<file path="src/rtl/eint_ctrl_prio.sv">
// Prioritised external interrupt controller with claim/complete; `EINT_PREEMPT_EN enables nested preemption.
// Latency: edge source to mextern_int 4 cycles; register write to output 2 cycles; rdata 1 cycle after sel_read.
// Backpressure: none, single-cycle bus strobes are always accepted.
module eint_ctrl_prio #(
  parameter int INT_NUM    = 13,
  parameter int PRIO_BITS  = 3,
  parameter int ADDR_WIDTH = 8
) (
  input  logic                  hb_clk,
  input  logic                  rst_n,
  input  logic                  sel_read,
  input  logic                  sel_write,
  input  logic [ADDR_WIDTH-1:0] sel_addr,
  input  logic [31:0]           sel_wdata,
  output logic [31:0]           rdata,
  input  logic [INT_NUM-1:0]    irq_source,
  output logic                  mextern_int,
  output logic [30:0]           mextern_int_id
);

  localparam int ID_W   = (INT_NUM > 1) ? $clog2(INT_NUM) : 1;
  localparam int WORD_W = ADDR_WIDTH - 2;

  localparam logic [WORD_W-1:0] W_ENABLE = WORD_W'(0);
  localparam logic [WORD_W-1:0] W_MODE   = WORD_W'(1);
  localparam logic [WORD_W-1:0] W_PEND   = WORD_W'(2);
  localparam logic [WORD_W-1:0] W_THR    = WORD_W'(3);
  localparam logic [WORD_W-1:0] W_CLAIM  = WORD_W'(4);
  localparam logic [WORD_W-1:0] W_PRIO0  = WORD_W'(8);

  logic [WORD_W-1:0]    widx;
  logic                 unused_addr_bits;
  logic [INT_NUM-1:0]   enable_q, mode_q, pend_q, in_svc_q;
  logic [PRIO_BITS-1:0] thr_q;
  logic [PRIO_BITS-1:0] prio_q [INT_NUM];
  logic [INT_NUM-1:0]   sync1, sync2, sync3, edge_det;
  logic [PRIO_BITS-1:0] eff_thr, win_prio;
  logic                 win_vld, req_vld, claim_go;
  logic [ID_W-1:0]      win_id;
  logic [INT_NUM-1:0]   clm_mask, cmp_mask, w1c_mask;
  logic [31:0]          rd_val;

  assign widx             = sel_addr[ADDR_WIDTH-1:2];
  assign unused_addr_bits = ^sel_addr[1:0];
  assign edge_det         = sync2 & ~sync3;

  always_comb begin
    eff_thr = thr_q;
`ifdef EINT_PREEMPT_EN
    // Nested claims: only strictly higher priority than anything in service may interrupt.
    for (int i = 0; i < INT_NUM; i++)
      if (in_svc_q[i] && prio_q[i] > eff_thr) eff_thr = prio_q[i];
`endif
  end

  // Ascending scan with strict compare keeps the lowest ID on priority ties.
  always_comb begin
    win_vld  = 1'b0;
    win_id   = '0;
    win_prio = '0;
    for (int i = 0; i < INT_NUM; i++) begin
      if (pend_q[i] && enable_q[i] && !in_svc_q[i] &&
          prio_q[i] > eff_thr && prio_q[i] > win_prio) begin
        win_vld  = 1'b1;
        win_id   = ID_W'(i);
        win_prio = prio_q[i];
      end
    end
  end

`ifdef EINT_PREEMPT_EN
  assign req_vld = win_vld;
`else
  assign req_vld = win_vld && (in_svc_q == '0);
`endif

  assign claim_go = sel_read && (widx == W_CLAIM) && req_vld;
  assign w1c_mask = (sel_write && widx == W_PEND) ? (sel_wdata[INT_NUM-1:0] & mode_q) : '0;

  always_comb begin
    clm_mask = '0;
    cmp_mask = '0;
    for (int i = 0; i < INT_NUM; i++) begin
      clm_mask[i] = claim_go && (win_id == ID_W'(i));
      cmp_mask[i] = sel_write && (widx == W_CLAIM) && (sel_wdata == 32'(i));
    end
  end

  always_comb begin
    rd_val = '0;
    case (widx)
      W_ENABLE: rd_val = 32'(enable_q);
      W_MODE:   rd_val = 32'(mode_q);
      W_PEND:   rd_val = 32'(pend_q);
      W_THR:    rd_val = 32'(thr_q);
      W_CLAIM:  rd_val = req_vld ? (32'h8000_0000 | 32'(win_id)) : 32'h0;
      default: begin
        for (int i = 0; i < INT_NUM; i++)
          if (widx == W_PRIO0 + WORD_W'(i)) rd_val = 32'(prio_q[i]);
      end
    endcase
  end

  always_ff @(posedge hb_clk or negedge rst_n) begin
    if (!rst_n) begin
      sync1          <= '0;
      sync2          <= '0;
      sync3          <= '0;
      enable_q       <= '0;
      mode_q         <= '0;
      pend_q         <= '0;
      in_svc_q       <= '0;
      thr_q          <= '0;
      for (int i = 0; i < INT_NUM; i++) prio_q[i] <= '0;
      rdata          <= '0;
      mextern_int    <= 1'b0;
      mextern_int_id <= '0;
    end else begin
      sync1 <= irq_source;
      sync2 <= sync1;
      sync3 <= sync2;
      // A fresh edge overrides a same-cycle clear; level sources just track the line.
      pend_q   <= (mode_q & ((pend_q & ~(w1c_mask | clm_mask)) | edge_det)) | (~mode_q & sync2);
      in_svc_q <= (in_svc_q & ~cmp_mask) | clm_mask;
      if (sel_write) begin
        case (widx)
          W_ENABLE: enable_q <= sel_wdata[INT_NUM-1:0];
          W_MODE:   mode_q   <= sel_wdata[INT_NUM-1:0];
          W_THR:    thr_q    <= sel_wdata[PRIO_BITS-1:0];
          default: ;
        endcase
        for (int i = 0; i < INT_NUM; i++)
          if (widx == W_PRIO0 + WORD_W'(i)) prio_q[i] <= sel_wdata[PRIO_BITS-1:0];
      end
      if (sel_read) rdata <= rd_val;
      mextern_int    <= req_vld;
      mextern_int_id <= req_vld ? 31'(win_id) : '0;
    end
  end

endmodule

</file>
<file path="config.mk">
export PLATFORM = sky130hd
export DESIGN_NAME = eint_ctrl_prio
export DESIGN_NICKNAME = d
export VERILOG_FILES = /design/src/rtl/eint_ctrl_prio.sv
export SDC_FILE = /design/constraint.sdc
export NUM_CORES = 1
export LEC_CHECK = 0
export CAP_MARGIN = 30
export CORE_ASPECT_RATIO = 1.1
export CORE_MARGIN = 1.5
export CORE_UTILIZATION = 57
export CTS_CLUSTER_SIZE = 10
export DETAILED_ROUTE_END_ITERATION = 12
export GPL_ROUTABILITY_DRIVEN = 1
export PLACE_DENSITY = 0.87
export SYNTH_ARGS = -nofsm -noshare
export SYNTH_HDL_FRONTEND = slang
export SYNTH_SLANG_ARGS = --single-unit
</file>
<file path="constraint.sdc">
create_clock -name hb_clk -period 21.8 [get_ports hb_clk]
set_clock_uncertainty 0.05 [all_clocks]
set_input_delay 4.36 -clock hb_clk [delete_from_list [all_inputs] [get_ports hb_clk]]
set_output_delay 4.36 -clock hb_clk [all_outputs]
set_load 0.02 [all_outputs]
</file>
==> metrics.cfg <==
[run_status]
outcome = completed

[route]
drtAntennaViolNets = 0
drtIter0Drc = 982
first_pass_iters = 6
routed-via-count = 8547
drt_wl_total_um = 28100
detail_route.vias_per_cell = 6.75
wl_per_cell_um = 22.1
drc = 0

[placed_design]
portBuffers = 73
hpwl_um = 19300
globalplace.congestion = 0.988
postPlaceCellArea_sq_um = 10400

[critical_path]
cp-start-kind = register
crit_path_top_delay_cell = dfrtp_1
crit_fanout = 13
cp_num_buf_inv = 5
r2r_slack_ns = 1.30
crit_family = simple AND/OR/NAND/NOR gates
cp.required_ns = 22.03
slowest_delay_ns = 0.47
arrival_ns = 20.73
path_class = reg -> reg
endpoint_kind = register
crit_top_cell = ha_1

[cts]
clk_pin_slew_ns = 0.07
clock_path_buffers = 2
h-tree-depth = 4
cts_tree = yes
worstSkewPairLatency_ns = 0.44
cts_setup_buffers = 0
holdBufCountCts = 0
cts_root_buffer = clkbuf_16
cts_inserted_buffers = 17
cts_sinks = 152

[pwr]
power_density_nw_per_um2 = 79.0
leakage_nw = 4.94
ir_drop_v = 0.0000755

[final_layout]
drive_above_1_share_pct = 14.3
syn_to_final_growth_pct = 14.9
antennaDiodeCount = 0
final_nets = 1168
final_cell_mix = dfrtp_1 (152), nand2_1 (106), clkdlybuf4s50_1 (72)
final_common_cell = dfrtp_1
fin_area_sq_um = 11100

[floorplanning]
num_rows = 49
die_h_um = 139
initial_core_util_pct = 58.6
ioPinCount = 121
die-area_sq_um = 17700
die_w_um = 127
core_area_sq_um = 16400

[global_route]
grt_antenna_before_repair = 0
grt_pass1_wl_um = 43800
track_usage_pct = 31.9
grt_pass1_vias = 8507
gr-total-overflow = 0
grt_max_degree = 88

[logic_synthesis]
yosysTopAreaCell = dfrtp_1
synthFlopType = dfrtp_1
synth.avg_cell_area_sq_um = 9.81
synth.distinct_cells = 91
ys_ff_latch = 152
syn_area_sq_um = 9630
synth_top_area_share_pct = 39.5
seq_area_frac_synth_pct = 39.5
ys_warn_count = 0
synth_edf_count = 0
synth_area_leaders = dfrtp_1 (40%), mux2_2 (8.0%), ha_1 (7.9%)
synth_cells = 982
synthArstFlopShare_pct = 100

[sta]
worst_pin_slew_ns = 1.10
finalHoldViolCount = 0
setup_tns_ns = 0
final-max-slew-violation-count = 0
rsz0062_at_grt = false
layout_min_cycle_time_ns = 20.50
max_slew_margin_pct = 26.7
fin_crit_sh_pct = 94.0
fmax_mhz = 48.8
finalSetupViolCount = 0

[min_path]
hold_path_class = reg -> reg

[flow_run]
cap_violations = 0

## where the power goes
part | internal, W | switching [W]
logic | 0.0000933 | 0.000135
registers | 0.000310 | 0.0000326
clock network | 0.000157 | 0.000146
total | 0.000561 | 0.000314
## final timing paths
| check | from | endpoint | cells past startpoint |
|---|---|---|---|
| max in group asynchronous | rst_n | in_svc_q[2] | 2 |
| worst max register to register | prio_q[38] | pend_q[2] | 90 |
| worst max-delay path | prio_q[38] | pend_q[2] | 90 |
| worst min register to register | sync1[9] | sync2[9] | 0 |
| worst min-delay path | sync1[9] | sync2[9] | 0 |
| min in group asynchronous | rst_n | sync2[10] | 1 |
## worst register-to-register path, delay by kind of cell, from the launching register on
family	cells	cell delay, ns
AO/OA/AOI/OAI	29	6.84
flip-flops	1	0.47
AND/OR/NAND/NOR	39	6.87
buffers and inverters	5	0.78
multiplexers	4	1.47
adder cells (fa/ha/maj)	13	3.91
## repair_timing
action,in CTS,in global routing
resized for setup,0,7
hold endpoints to repair,0,0
setup endpoints to repair,0,30
## per-layer routing
| layer | vias up | wire [um] | share of wire (%) | track usage (%) |
|---|---|---|---|---|
| met3 | 147 | 2540 | 9.0 | 6.77 |
| met1 | 4098 | 10200 | 36 | 37.3 |
| met4 | 0 | 1680 | 6.0 | 18.3 |
| li1 | 3713 | - | - | - |
| met2 | 589 | 13700 | 49 | 54.1 |
| met5 | - | 0 | 0 | 0 |
## cell type report
type                       count  area, sq um
tap                          204          255
inverter                      33          124
multi-input combinational    761         5440
clock inverter                15          198
sequential                   152         3800
fill                        1187         5370
timing repair buffer          85          822
clock buffer                  17          425
## cell families after synthesis
family                   count (synthesis)  share of synthesized area (%)
adder cells (fa/ha/maj)                 61                           7.93
buffers and inverters                  113                           6.26
other                                    1                         0.0389
AND/OR/NAND/NOR                        327                           17.8
flip-flops                             152                           39.5
multiplexers                            75                           9.07
AO/OA/AOI/OAI                          253                           19.4
## cells in the mapped netlist (5+ instances only)
cell type	n
a222oi_1	9
a31oi_1	12
nor4_1	15
mux2_2	68
nand2b_1	11
a21boi_0	6
a21o_1	10
a211oi_1	6
buf_4	45
nand3_1	31
dfrtp_1	152
a2bb2oi_1	5
a221oi_1	7
ha_1	61
a21oi_1	45
o31ai_1	9
a22o_1	5
nand4_1	6
nor2b_1	15
clkbuf_1	28
and3_1	20
nor2_1	57
nand3b_1	14
inv_1	33
nand2_1	107
o21ai_0	47
or3_1	5
o31a_1	5
o21a_1	7
a22oi_1	10
and2_1	9
nor3_1	15
a32oi_1	7
## state kept, by name (all words and copies together) (netlist names)
| register | flops |
|---|---|
| eff_thr | 3 |
| enable_q | 13 |
| in_svc_q | 13 |
| mextern_int | 1 |
| mextern_int_id | 4 |
| mode_q | 13 |
| pend_q | 13 |
| prio_q | 39 |
| rdata | 14 |
| sync1 | 13 |
| sync2 | 13 |
| sync3 | 13 |
## through the flow
stage	std cells	utilization, %	power [W]	hold WS [ns]	setup slack [ns]
finish	1267	67.3	0.000874	0.303	1.30
global route	1267	67.3	0.000908	0.306	0.0413
CTS	1267	67.1	0.000865	0.302	1.02
detailed placement	1235	63.3	0.000563	0.287	1.29
global placement	1235	63.3	0.000552	0.282	1.85
floorplan	1026	-	0.000493	0.281	3.51
No activity file was read; power rests on OpenSTA's default activity.
